### src/rtl/median_feeder.sv
// Raster-scan 3x3 window feeder for a serial median stage: buffers two lines, streams each
// interior window as nine pixels, then waits (bounded) for the stage's result.
module median_feeder #(
  parameter int unsigned SIZE  = 8,
  parameter int unsigned WIDTH = 16,
  parameter int unsigned TMO   = 63
) (
  input  logic            CLK,
  input  logic            nRST,
  input  logic [SIZE-1:0] PIX_IN,
  input  logic            PIX_VAL,
  input  logic            SOF,
  output logic            PIX_RDY,
  output logic [SIZE-1:0] MED_DI,
  output logic            MED_DSI,
  input  logic [SIZE-1:0] MED_DO,
  input  logic            MED_DSO,
  output logic [SIZE-1:0] RES_OUT,
  output logic            RES_VAL,
  output logic            RES_ERR
);

  localparam int unsigned ColW = (WIDTH > 1) ? $clog2(WIDTH) : 1;
  localparam int unsigned CntW = (TMO > 1) ? $clog2(TMO + 1) : 1;

  typedef enum logic [1:0] {StIdle, StLoad, StWait, StOut} state_e;

  state_e            state_q, state_d;
  logic [ColW-1:0]   col_q, col_d;
  logic [1:0]        row_q, row_d;
  logic [3:0]        idx_q, idx_d;
  logic [CntW-1:0]   cnt_q, cnt_d;
  logic [SIZE-1:0]   res_q, res_d;
  logic              rdy_q;

  logic [SIZE-1:0]   lb0_q [WIDTH];
  logic [SIZE-1:0]   lb1_q [WIDTH];
  logic [SIZE-1:0]   win_q [9];
  logic [SIZE-1:0]   win_d [9];

  logic              accept;
  logic              win_ok;

  assign accept = PIX_VAL && PIX_RDY;

  // Position of the pixel being accepted; row saturates since only r>=2 matters.
  always_comb begin
    col_d = col_q;
    row_d = row_q;
    if (accept) begin
      if (SOF) begin
        col_d = '0;
        row_d = '0;
      end else if (col_q == ColW'(WIDTH - 1)) begin
        col_d = '0;
        row_d = (row_q == 2'd2) ? 2'd2 : row_q + 2'd1;
      end else begin
        col_d = col_q + ColW'(1);
      end
    end
  end

  assign win_ok = accept && (row_d == 2'd2) && (col_d >= ColW'(2));

  // New right column uses the line buffers before this pixel overwrites them.
  always_comb begin
    win_d = win_q;
    if (accept) begin
      for (int r = 0; r < 3; r++) begin
        win_d[r*3]     = win_q[r*3 + 1];
        win_d[r*3 + 1] = win_q[r*3 + 2];
      end
      win_d[2] = lb1_q[col_d];
      win_d[5] = lb0_q[col_d];
      win_d[8] = PIX_IN;
    end
  end

  always_ff @(posedge CLK) begin
    win_q <= win_d;
    if (accept) begin
      lb1_q[col_d] <= lb0_q[col_d];
      lb0_q[col_d] <= PIX_IN;
    end
  end

  always_ff @(posedge CLK or negedge nRST) begin
    if (!nRST) begin
      state_q <= StIdle;
      col_q   <= '0;
      row_q   <= '0;
      idx_q   <= '0;
      cnt_q   <= '0;
      res_q   <= '0;
      rdy_q   <= 1'b0;
    end else begin
      state_q <= state_d;
      col_q   <= col_d;
      row_q   <= row_d;
      idx_q   <= idx_d;
      cnt_q   <= cnt_d;
      res_q   <= res_d;
      rdy_q   <= 1'b1;
    end
  end

  always_comb begin
    state_d = state_q;
    idx_d   = idx_q;
    cnt_d   = cnt_q;
    res_d   = res_q;
    case (state_q)
      StIdle: begin
        if (win_ok) begin
          state_d = StLoad;
          idx_d   = '0;
        end
      end
      StLoad: begin
        if (idx_q == 4'd8) begin
          state_d = StWait;
          cnt_d   = '0;
        end else begin
          idx_d = idx_q + 4'd1;
        end
      end
      StWait: begin
        cnt_d = cnt_q + CntW'(1);
        if (MED_DSO) begin
          res_d   = MED_DO;
          state_d = StOut;
        end else if (cnt_q == CntW'(TMO - 1)) begin
          state_d = StIdle;
        end
      end
      StOut:   state_d = StIdle;
      default: state_d = StIdle;
    endcase
  end

  always_comb begin
    PIX_RDY = (state_q == StIdle) && rdy_q;
    MED_DSI = (state_q == StLoad);
    MED_DI  = MED_DSI ? win_q[idx_q] : '0;
    RES_VAL = (state_q == StOut);
    RES_ERR = (state_q == StWait) && !MED_DSO && (cnt_q == CntW'(TMO - 1));
  end

  assign RES_OUT = res_q;

endmodule

### config.mk
export PLATFORM = sky130hd
export DESIGN_NAME = median_feeder
export DESIGN_NICKNAME = d
export VERILOG_FILES = /design/src/rtl/median_feeder.sv
export SDC_FILE = /design/constraint.sdc
export NUM_CORES = 1
export LEC_CHECK = 0
export ABC_AREA = 1
export CAP_MARGIN = 30
export CORE_ASPECT_RATIO = 1.1
export CORE_MARGIN = 2
export CORE_UTILIZATION = 40
export CTS_BUF_LIST = sky130_fd_sc_hd__clkbuf_4 sky130_fd_sc_hd__clkbuf_8
export DETAILED_ROUTE_END_ITERATION = 10
export GPL_ROUTABILITY_DRIVEN = 0
export REMOVE_ABC_BUFFERS = 1
export SYNTH_ARGS = -nofsm -noshare
export SYNTH_HDL_FRONTEND = slang
export SYNTH_SLANG_ARGS = --single-unit
### constraint.sdc
create_clock -name CLK -period 5.75 [get_ports CLK]
set_clock_uncertainty 0.2 [all_clocks]
set_input_delay 0.575 -clock CLK [delete_from_list [all_inputs] [get_ports CLK]]
set_output_delay 0.575 -clock CLK [all_outputs]
set_load 0.02 [all_outputs]
Yosys cells after proc, flatten, opt, wreduce, memory -nomap -nowiden
Memories as Yosys holds them, arrays and structs flattened. A register that Yosys moved wholly into a read port is not among the register bits. Cells that the tools add are included.

Memory bits (writable): 256. Bits in latches: 0. ROM bits: 0. Logic and storage cells: 73. Flip-flop bits (word level): 91. Input port bits: 21. Memories kept: 2.

Memory list: lb0_q (depth 16, width 8, rd ports 1, clocked after Yosys merged registers in 0, wr ports 1, line 36) `logic [SIZE-1:0] lb0_q [WIDTH];`; lb1_q (depth 16, width 8, rd ports 1, clocked after Yosys merged registers in 1, wr ports 1, line 37) `logic [SIZE-1:0] lb1_q [WIDTH];`.

Equal/unequal tests: 12. Reduce and logical (&&, ||, !) cells: 14. Bitwise gates (word level): 1. Shifts and indexed selects: 0. Muxes and demuxes: 23. $mul: 0. Div/mod/pow operators: 0. Add/subtract/negate cells: 4. Magnitude comparators: 2.

Operators with widths (number): $bmux W8 S4 (1); $mux W8 (3); $mux W4 (5); $mux W2 (8); $pmux W6 S2 (1); $add A4 B1 Y4 const B (2); $eq A2 B2 Y1 const B (4); $eq A4 B4 Y1 const B (2); $pmux W2 S4 (1); $pmux W4 S2 (1); $add A6 B1 Y6 const B (1); $eq A6 B6 Y1 const B (1); $logic_and A1 B1 Y1 (6); $mux W6 (1); $reduce_and A3 Y1 (2); $ge A5 B5 Y1 const B (1); $not A4 Y5 (1); $ge A4 B2 Y1 const B (1); $ne A2 B2 Y1 const B (2); $reduce_and A2 Y1 (2); $reduce_bool A2 Y1 (2); $ne A3 B3 Y1 const B (1); $add A2 B1 Y2 const B (1); $eq A2 B1 Y1 const B (1); other kinds (4) (5).

Longest topological paths before layout
Gate-level depths: netlist of run 1.

Depth after elaboration: 10. Depth in mapped cells: 15. Gate-level depth less buffers: 13.

Worst setup path after synthesis of run 1
No wires, ideal clock.

Kind: register -> register. From: register state_q[0]. To: memory lb0_q[12][0], enable pin. Setup time: 388 ps. Data arrival time: 2617 ps. Period minus slack after synthesis: 3206 ps. Data required time: 5162 ps. Slack: 2544 ps. Cell stages (with the launch flop): 12. Cells stage by stage: dfrtp_1 -> nor2_4 -> nand3_4 -> inv_2 -> buf_6 -> nand2_1 -> nand2_2 -> nand2_4 -> nor2_4 -> buf_4 -> inv_1 -> nor2_1.

Cells in the longest elaborated chain, start to end: 5. Elaborated cells between the ends (all ways): 6. Those cells by class: mux (3); reduce/logical (3).

Ends and longest elaborated chain: start: declaration (line 28) `state_e state_q, state_d;`; start signal: assignment (line 89) `state_q <= StIdle;`; start signal: assignment (line 97) `state_q <= state_d;`; $logic_not A2 Y1 * (line 142) `PIX_RDY = (state_q == StIdle) && rdy_q;`; $logic_and A1 B1 Y1 * (line 142); $logic_and A1 B1 Y1 * (line 44) `assign accept = PIX_VAL && PIX_RDY;`; named net accept (line 41) `logic accept;`; $mux W1 (line 81) `if (accept) begin`; $mux W1 (not written as such) (line 83) `lb0_q[col_d] <= PIX_IN;`; end: declaration (line 36).

Mark *: on every way through the listed nets, which the timed path passes. The rest lies on a longest branch.

Final worst setup path of run 1
From: register idx_q[0]. To: output port MED_DI[7].

Cells in the longest elaborated chain, start to end: 5.

Ends and longest elaborated chain: start: declaration (line 31) `logic [3:0] idx_q, idx_d;`; start signal: assignment (line 100) `idx_q <= idx_d;`; $not A4 Y5 (not written as such) (line 144) `MED_DI = MED_DSI ? win_q[idx_q] : '0;`; $bmux W8 S4 (line 144); $mux W8 (not written as such) (2 in series) (line 144); $mux W8 (line 144); end: declaration (line 14) `output logic [SIZE-1:0] MED_DI,`.

No other way between the ends. The select of a mux whose other input is x is not followed.

==> results by group, run 1 <==
Outcome
  – Status: completed

Floorplanning
  – Die area: roughly 0.040 mm²
  – # IOs: between 40 and 50
  – Die W: 190 µm
  – Initial Util: 0.403
  – Row Count: 75
  – Die height: between 200 and 250 µm
  – CORE AREA: 0.0379 mm²

Setup path
  – WS Path Type: flip-flop to primary output
  – Slowest-stage cell, CP: inv_1
  – Worst Path Required: roughly 5.0 ns
  – CP startpoint kind: flip-flop
  – Worst reg2reg path depth: 14
  – Reg-to-Reg End: lb1_q[10][0]
  – FF-to-FF Start: col_q[0]
  – Critical path cell sequence: buf_4, inv_1, o21ai_0, o221ai_1, nand3_1, a21oi_1, clkdlybuf4s50_1
  – CP Capture Type: primary output
  – Arr. time, crit path: ~3.4 ns
  – Setup slack, reg-to-reg: approximately 2.0 ns
  – Peak fanout along the critical path: 38
  – CP peak stage delay: approximately 0.76 ns

Timing
  – Final hold violations: 0
  – Fin. max-slew vios: 0
  – Final Setup Violations: 0
  – Final setup margin: roughly 1.6 ns
  – F_max: between 0.2 and 0.25 GHz
  – Actual slew at the worst max-slew pin: about 1 ns
  – Unrepaired setup endpoints after global routing: no
  – Total negative slack: 0 ns
  – Fin crit share: 0.725
  – Worst slew margin: 0.344
  – Crit path time final: 4.17 ns

Clock tree
  – Clk buf depth: 3
  – Worst-path clk slew: ~0.06 ns
  – Total CTS buffers: 56
  – H-Tree Depth: 2
  – Clock Latency Late Sink: about 0.60 ns
  – Root Buffer: clkbuf_8
  – Post-CTS resize count: 0
  – Hold-fix buffers, CTS: 0
  – Setup Buffers After CTS: 0
  – # clock sinks: 355
  – CTS tree: done

Synth
  – Synth Cell Area: about 0.015 mm²
  – Post-synth EDFFs: about 330
  – #FFs+latches synth: 355
  – Seq/Total Area, Yosys: 0.689
  – Cells after Synth: 1435
  – Post-synth cell types: 34
  – Ys flop type: edfxtp_1
  – Mean area per synthesized cell: between 10 and 15 µm²
  – Synth Warn #: 0
  – Ys async rst share: 0.0761

Cells and area
  – Layout cell share with drive strength beyond 1: 0.0978
  – Commonest non-fill, non-tap cells in the layout: nand2_1, edfxtp_1, nand3_1
  – Leading cell type in the layout, fill and taps excluded: nand2_1
  – Nets@finish: approximately 1500
  – Inserted Diodes: 0
  – Syn-to-layout area delta: 13.3%

Power
  – Power Total: ~8 mW
  – Max IR drop VDD: slightly below 0.0003 V
  – Lkg Pwr: approximately 6.9 nW
  – PD cells: between 400 and 500 mW/mm²

Detailed routing
  – Routed vias: 10400
  – Post-detailed-routing wire length: around 37 mm
  – Initial DRC count: roughly 890
  – Drt wl/cell: between 15 and 20 µm
  – Detail Route Antenna Nets: 0
  – Pre-antenna DRT Iters: 5
  – # DRC: 0
  – Via/cell ratio: between 5 and 6

GRT
  – Vias in the first global route: 10100
  – First-pass GRT wire length: 58.0 mm
  – Initial antenna violation count: 0
  – Global-route usage over all layers: 0.188
  – GRT Residual Overflow: 0
  – Pin count of the biggest net entering global routing: 130

Placed design
  – IO Port Bufs: 40
  – Place WS: ~1.7 ns
  – Dpl hpwl: between 20 and 25 mm

Run
  – Max-cap violations: 0

Min path
  – Type of the worst min-delay path: input port to async pin
## routing by layer
metal / up-vias / wire length [µm] / track usage / share of wire
met5: - / 0 / 0 / 0
met4: 0 / 967 / 0.0596 / 0.026
met3: 69 / 2230 / 0.0328 / 0.061
met2: 350 / 18000 / 0.313 / 0.49
met1: 5040 / 15700 / 0.249 / 0.42
li1: 4931 / - / - / -
## critical path, delay by kind of cell, from the launching register on
| kind | cells | cell delay, ns |
|---|---|---|
| buffers and inverters | 3 | 1.68 |
| flip-flops | 1 | 0.35 |
| AO/OA/AOI/OAI | 3 | 0.65 |
| AND/OR/NAND/NOR | 1 | 0.10 |
## state kept, by name (all words and copies together), names as in the netlist
signal,cells
idx_q,4
RES_OUT,8
rdy_q,1
col_q,4
row_q,2
cnt_q,6
state_q,2
lb0_q,128
win_q,72
lb1_q,128
## kinds of logic (layout without fill, tap and decap cells)
| logic type | after synthesis | count (layout) | share of synthesized area |
|---|---|---|---|
| AOI/OAI and AO/OA | 77 | 77 | 0.0301 |
| adders and majority gates | 6 | 6 | 0.00491 |
| xor gates and xnor gates | 4 | 4 | 0.00229 |
| other | 1 | 1 | 0.000245 |
| buffers and inverters | 143 | 241 | 0.0466 |
| DFF | 355 | 355 | 0.689 |
| and+or+nand+nor | 849 | 849 | 0.227 |
## cell usage after synthesis (2+ instances only)
| library cell | number | area, µm² |
|---|---|---|
| buf_2 | 33 | 165 |
| a21oi_1 | 12 | 60.1 |
| nor2_1 | 59 | 221 |
| inv_2 | 5 | 18.8 |
| nand2_1 | 622 | 2330 |
| clkinv_1 | 2 | 7.51 |
| o21ai_2 | 2 | 17.5 |
| inv_1 | 61 | 229 |
| nor2_4 | 4 | 45.0 |
| o22ai_1 | 8 | 50.1 |
| clkbuf_1 | 21 | 78.8 |
| o21ai_0 | 38 | 190 |
| nor3_1 | 2 | 10.0 |
| nand3_1 | 150 | 751 |
| ha_1 | 6 | 75.1 |
| o211ai_1 | 5 | 37.5 |
| edfxtp_1 | 328 | 9850 |
| xor2_1 | 3 | 26.3 |
| buf_6 | 15 | 169 |
| o221ai_1 | 11 | 96.3 |
| nand4_1 | 2 | 12.5 |
| buf_4 | 5 | 37.5 |
| dfrtp_1 | 27 | 676 |
| nand2_2 | 4 | 25.0 |
## metrics by stage
stage / util / hold WS (ns) / cell area (µm²) / instances
finish: 0.457 / 0.168 / 17300 / 2033
global route: 0.457 / 0.173 / 17300 / 2033
CTS: 0.457 / 0.157 / 17300 / 2033
detailed placement: 0.427 / 0.229 / 16200 / 1929
global placement: 0.427 / 0.223 / 16200 / 1929
floorplan: - / 0.0794 / 14800 / 1361
## layout make-up
class,instances,area (µm²)
Clock buffer,69,868
Tap cell,500,626
Fill cell,3561,20600
Timing Repair Buffer,68,661
Sequential cell,355,10500
Multi-Input combinational cell,937,4120
Inverter,69,263
Clock inverter,35,255
## worst max path at each step
stage / start / end / slack, ns / cells past startpoint
5_1_grt: idx_q[0] / MED_DI[7] / 1.29 / 7
4_1_cts: idx_q[0] / MED_DI[7] / 1.48 / 7
6_report: idx_q[0] / MED_DI[7] / 1.58 / 7
2_1_floorplan: state_q[0] / lb0_q[10][0] / -1.09 / 7
3_5_place_dp: PIX_VAL / lb1_q[6][6] / 1.67 / 14
3_3_place_gp: PIX_VAL / win_q[30] / 1.73 / 14
## where the power goes
group / leakage [nW] / internal, mW / switching [mW] / total, mW
sequential: 3.33 / 3.40 / 0.120 / 3.52
combinational: 2.98 / 0.711 / 1.81 / 2.52
clock: 0.588 / 1.17 / 0.975 / 2.15
total: 6.90 / 5.29 / 2.90 / 8.19
Note: power is estimated with default switching activity, not from simulation.
==> run 2: changes to the inputs <==
==> constraint.sdc (replaced) <==
create_clock -name CLK -period 3.6 [get_ports CLK]
set_clock_uncertainty 0.2 [all_clocks]
set_input_delay 0.36 -clock CLK [delete_from_list [all_inputs] [get_ports CLK]]
set_output_delay 0.36 -clock CLK [all_outputs]
set_load 0.02 [all_outputs]
==> run 2 against run 1 <==
Effect of this change: core utilization is 0.70 points higher; sequential power up 59%; clock power increased by 52%; critical path depth shrank 1; register-to-register slack got worse by 1.5 ns; cell area is 1.5% higher.
==> results by group, run 2 (synthesis results as in run 1) <==
Placed design
  – IO Port Bufs: 40 (unchanged)
  – Dpl hpwl: 21.7 mm (+4.3%)
  – Place WS: 0.390 ns (-1.28 ns)

Clock tree
  – Root Buffer: clkbuf_8
  – Worst-path clk slew: 0.06 ns (about the same)
  – Total CTS buffers: 59 (+5.4%)
  – CTS tree: done
  – Clk buf depth: 3 (unchanged)
  – H-Tree Depth: 2 (unchanged)
  – Clock Latency Late Sink: 0.62 ns (+0.02 ns)
  – # clock sinks: 355 (unchanged)
  – Setup Buffers After CTS: 0 (unchanged)

Setup path
  – WS Path Type: flip-flop to primary output
  – CP startpoint kind: flip-flop
  – CP Capture Type: primary output
  – CP endpoint: MED_DI[7]
  – Reg-to-Reg End: lb1_q[7][3]
  – Crit path launch: idx_q[0]
  – Arr. time, crit path: 2.82 ns (-0.57 ns)
  – Worst reg2reg path depth: 14 (unchanged)
  – Worst Path Required: 3.04 ns (-1.93 ns)
  – FF-to-FF Start: col_q[0]
  – Peak fanout along the critical path: 12 (-68%)
  – Setup slack, reg-to-reg: 0.49 ns (-1.51 ns)

Timing
  – Final Setup Violations: 0 (unchanged)
  – Fin crit share: 0.939
  – Actual slew at the worst max-slew pin: 0.898 ns (-0.0856 ns)
  – Unrepaired setup endpoints after global routing: no
  – Worst slew margin: 0.400 (+0.0559)
  – Fin. max-slew vios: 0 (unchanged)
  – Crit path time final: ~3.4 ns
  – Final setup margin: 0.219 ns (-1.36 ns)
  – F_max: between 0.2 and 0.3 GHz
  – Hold WS: 0.103 ns (-0.0658 ns)
  – Final hold violations: 0 (unchanged)

Power
  – Max IR drop VDD: 0.000369 V (+27%)
  – PD cells: 751 mW/mm² (+59%)
  – Lkg Pwr: 7.06 nW (+2.4%)

Run
  – Max-cap violations: 0 (unchanged)

Detailed routing
  – Drt wl/cell: 17.6 µm (-2.7%)
  – M1 WL: 16.4 mm (+4.7%)
  – # DRC: 0 (unchanged)
  – Top layer in use: met4
  – Met3 WL: 2.02 mm (-9.3%)
  – Via/cell ratio: 5.05 (-1.2%)
  – Initial DRC count: 892 (+0.45%)
  – Routed vias: 10400 (+0.35%)
  – Met2 WL: 17.2 mm (-4.5%)
  – Pre-antenna DRT Iters: 5 (unchanged)
  – Post-detailed-routing wire length: 36.4 mm (-1.2%)
  – Detail Route Antenna Nets: 0 (unchanged)

Cells and area
  – Inserted Diodes: 0 (unchanged)
  – Nets@finish: 1547 (+2.2%)
  – Layout cell share with drive strength beyond 1: 0.114 (+0.0165)
  – Syn-to-layout area delta: 15.1%
  – Commonest non-fill, non-tap cells in the layout: nand2_1, edfxtp_1, nand3_1
  – Leading cell type in the layout, fill and taps excluded: nand2_1
  – Largest regs: lb0_q: 128 flops, lb1_q: 128 flops, win_q: 72 flops

GRT
  – Pin count of the biggest net entering global routing: 66 (-49%)
  – GRT Residual Overflow: 0 (unchanged)
  – Global-route usage over all layers: 0.185 (-0.00236)
  – First-pass GRT wire length: 57.4 mm (-1.0%)
  – Initial antenna violation count: 1 (+1)
  – Vias in the first global route: 10300 (+1.4%)

Floorplanning
  – Initial Util: 0.403 (unchanged)
  – Row Count: 75 (unchanged)
  – CORE AREA: 0.0379 mm² (unchanged)
  – # IOs: 41 (unchanged)
  – Die area: 0.0398 mm² (unchanged)
  – Die height: 209 µm (unchanged)
  – Die W: 190 µm (unchanged)

Min path
  – Type of the worst min-delay path: input port to flip-flop

Outcome
  – Status: completed
run 2: cell types whose count changed in the layout (fill, tap and decap cells not counted), moves of 2 or more:
cell,delta
buf_4,+22
buf_12,+7
bufinv_16,-4
clkbuf_8,+4
clkinv_1,+2
clkinv_2,-2
run 2: power breakdown:
part           internal, mW  switching (mW)
registers              5.42           0.191
clock network          1.68            1.58
logic                  1.33            3.01
run 2: worst min-delay path by stage:
stage / from / endpoint / slack, ns / cells past startpoint
4_1_cts: MED_DO[3] / RES_OUT[3] / 0.06 / 3
2_1_floorplan: nRST / RES_OUT[0] / -0.14 / 0
6_report: MED_DO[3] / RES_OUT[3] / 0.10 / 3
5_1_grt: MED_DO[4] / RES_OUT[4] / 0.09 / 3
3_5_place_dp: win_q[61] / win_q[69] / 0.23 / 0
3_3_place_gp: win_q[59] / win_q[67] / 0.23 / 0
run 2: layout make-up:
| class | instances | area [µm²] |
|---|---|---|
| Inverter | 69 | 267 |
| Tap cell | 500 | 626 |
| Multi-Input combinational cell | 937 | 4110 |
| Timing Repair Buffer | 98 | 978 |
| Clock buffer | 73 | 923 |
| Clock inverter | 33 | 150 |
| Sequential cell | 355 | 10500 |
| Fill cell | 3525 | 20300 |
run 2: per-layer routing:
metal  vias up  GRT usage
li1       5000          -
met1      5048      0.255
met2       320      0.300
met3        58     0.0329
met4         0     0.0577
met5         -          0
run 2: worst max-delay path, cell delays in order (launching register included):
cell	delay (ns)
dfrtp_1	0.51
buf_4	0.25
nor4_1	0.28
buf_4	0.22
nand2_1	0.07
a21oi_1	0.22
clkdlybuf4s50_1	0.66
run 2: stage by stage:
stage,cells,setup TNS [ns],utilization,instance area (µm²),power (mW)
after floorplan,1361,-918.65,-,14800,8.32
after global placement,1958,0,0.435,16500,10.0
after detailed placement,1958,0,0.435,16500,10.1
after CTS,2065,0,0.464,17600,13.3
after global routing,2065,0,0.464,17600,14.0
final,2065,0,0.464,17600,13.2
run 2: repair_timing:
action,CTS,global route
endpoints found under the setup margin,0,7
hold buffers,1,0
gates resized for setup,0,2
hold endpoints to repair,27,0
==> run 3: changes to the inputs <==
--- a/config.mk
+++ b/config.mk
@@ -13,6 +13,7 @@
 export CTS_BUF_LIST = sky130_fd_sc_hd__clkbuf_4 sky130_fd_sc_hd__clkbuf_8
 export DETAILED_ROUTE_END_ITERATION = 10
 export GPL_ROUTABILITY_DRIVEN = 0
+export PLACE_DENSITY = 0.57
 export REMOVE_ABC_BUFFERS = 1
 export SYNTH_ARGS = -nofsm -noshare
 export SYNTH_HDL_FRONTEND = slang
==> run 3 against run 2 <==
Effect of this change: critical path type unchanged; cell area fell by 0.14%; highest routed layer unchanged; die area did not move; hold slack got worse by 0.017 ns; first-iteration DRC count fell by 28%; core utilization fell by 0.066 points.
==> results by group, run 3 (synthesis results as in run 1) <==
Detailed routing
  – Routed vias: 10300 (-1.2%)
  – Via/cell ratio: 4.98 (-1.4%)
  – Detail Route Antenna Nets: 0 (unchanged)
  – # DRC: 0 (unchanged)
  – Post-detailed-routing wire length: 36.7 mm (+0.68%)
  – Pre-antenna DRT Iters: 5 (unchanged)
  – Initial DRC count: 640 (-28%)
  – Drt wl/cell: 17.7 µm (+0.48%)

Clock tree
  – # clock sinks: 355 (unchanged)
  – Worst-path clk slew: 0.06 ns (about the same)
  – Root Buffer: clkbuf_8
  – Clk buf depth: 3 (unchanged)
  – Post-CTS resize count: 0 (unchanged)
  – Total CTS buffers: 60 (+1.7%)
  – Clock Latency Late Sink: 0.62 ns (about the same)
  – CTS tree: done
  – H-Tree Depth: 2 (unchanged)

Setup path
  – Peak fanout along the critical path: 17 (+5)
  – WS Path Type: flip-flop to primary output
  – Arr. time, crit path: 2.81 ns (about the same)
  – Cell family with most CP delay: buffers and inverters
  – Worst Path Required: 3.04 ns (about the same)
  – CP Capture Type: primary output
  – Setup slack, reg-to-reg: 0.36 ns (-0.13 ns)
  – Critical path cell sequence: inv_1, o21ai_0, o221ai_1, nand3_1, a21oi_1, clkdlybuf4s50_1
  – WP buf/inv: 2 (-1)
  – FF-to-FF Start: col_q[0]
  – CP peak stage delay: 0.67 ns (about the same)
  – Slowest-stage cell, CP: clkdlybuf4s50_1
  – CP startpoint kind: flip-flop
  – Reg-to-Reg End: lb1_q[12][0]
  – Worst reg2reg path depth: 13 (-1)

Cells and area
  – Area of the multi-input gates: 0.00411 mm² (unchanged)
  – Finished Layout Cells: 2069 (+0.19%)
  – Layout cell share with drive strength beyond 1: 0.120 (+0.00552)
  – Final instance area: 0.0176 mm² (-0.14%)
  – Syn-to-layout area delta: 14.9%
  – Sequential cell area: 0.0105 mm² (unchanged)
  – Nets@finish: 1552 (+0.32%)
  – Largest regs: lb0_q: 128 flops, lb1_q: 128 flops, win_q: 72 flops
  – Leading cell type in the layout, fill and taps excluded: nand2_1
  – Commonest non-fill, non-tap cells in the layout: nand2_1, edfxtp_1, nand3_1
  – Fill cells: 3588 (+1.8%)

Placed design
  – IO Port Bufs: 40 (unchanged)
  – Area after DPL: 0.0164 mm² (-0.35%)
  – Placed Cells incl. Taps: 1962 (+0.20%)
  – Place WS: 0.232 ns (-0.159 ns)
  – Dpl hpwl: 21.4 mm (-1.4%)

Power
  – Lkg Pwr: 7.06 nW (about the same)
  – Power Total: 13.2 mW (about the same)
  – PD cells: 752 mW/mm² (about the same)
  – Max IR drop VDD: 0.000401 V (+8.7%)

Timing
  – Final setup margin: 0.231 ns (+0.0126 ns)
  – F_max: 0.297 GHz (+0.38%)
  – Final hold violations: 0 (unchanged)
  – Fin crit share: 0.936 (-0.00351)
  – Worst slew margin: 0.440 (+0.0402)
  – Hold WS: 0.0858 ns (-0.0167 ns)
  – Crit path time final: 3.37 ns (-0.0126 ns)
  – Fin. max-slew vios: 0 (unchanged)
  – Unrepaired setup endpoints after global routing: no
  – Final Setup Violations: 0 (unchanged)
  – Actual slew at the worst max-slew pin: 0.840 ns (-0.0575 ns)

GRT
  – First-pass GRT wire length: 57.9 mm (+0.93%)
  – Pin count of the biggest net entering global routing: 129 (+95%)
  – Initial antenna violation count: 1 (unchanged)
  – Global-route usage over all layers: 0.188 (+0.00265)
  – Vias in the first global route: 10200 (-0.26%)
  – GRT Residual Overflow: 0 (unchanged)

Floorplanning
  – Row Count: 75 (unchanged)
  – Die W: 190 µm (unchanged)
  – CORE AREA: 0.0379 mm² (unchanged)
  – # IOs: 41 (unchanged)
  – Initial Util: 0.403 (unchanged)
  – Die area: 0.0398 mm² (unchanged)
  – Die height: 209 µm (unchanged)

Min path
  – Worst hold start: MED_DO[0]
  – Hold Path End: RES_OUT[0]
  – Hold Crit Depth: 3 (unchanged)
  – Type of the worst min-delay path: input port to flip-flop

Run
  – Max-cap violations: 0 (unchanged)

Outcome
  – Status: completed
[run 3: power by group]
| group | switching (mW) | internal (mW) | total, mW | leakage, nW |
|---|---|---|---|---|
| registers | 0.173 | 5.42 | 5.59 | 3.33 |
| clock network | 1.60 | 1.77 | 3.37 | 0.581 |
| logic | 2.95 | 1.29 | 4.24 | 3.15 |
| total | 4.72 | 8.48 | 13.2 | 7.06 |
[run 3: tightest hold or removal path: cells and delay by family]
family | cells | cell delay (ns)
AND/OR/NAND/NOR | 2 | 0.11
buffers and inverters | 1 | 0.40
[run 3: final cells by class]
type                    count  share of cell area
flip-flops and latches    355               0.599
multi-input cells         937               0.234
clock buffers              74              0.0530
repair buffers            102              0.0523
well taps                 500              0.0356
inverters                  69              0.0150
clock inverters            31              0.0102
diodes                      1            0.000143
[run 3: what timing repair did]
action	4_1_cts	5_1_grt
setup buffers	0	0
hold buffers	1	0
endpoints found under the hold margin	27	0
endpoints found under the setup margin	0	0
[run 3: worst max path at each step]
stage	start	endpoint	slack, ns	cells past startpoint
3_5_place_dp	SOF	win_q[24]	0.23	13
6_report	idx_q[1]	MED_DI[1]	0.23	6
2_1_floorplan	state_q[0]	lb0_q[10][0]	-3.24	7
3_3_place_gp	SOF	win_q[24]	0.26	13
4_1_cts	idx_q[0]	MED_DI[1]	0.19	7
5_1_grt	idx_q[1]	MED_DI[2]	0.04	6
[run 3: through the flow]
stage	util	setup TNS, ns
finish	0.463	0
detailed placement	0.433	0
floorplan	-	-918.65
global route	0.463	0
global placement	0.433	0
CTS	0.463	0
[run 3: metal layers]
metal  global-route usage  vias to the layer above  wire (µm)
met5                    0                        -          0
met4               0.0607                        0        857
met3               0.0277                       75       1760
met2                0.315                      263      17800
met1                0.252                     4945      16300
li1                     -                     5016          -
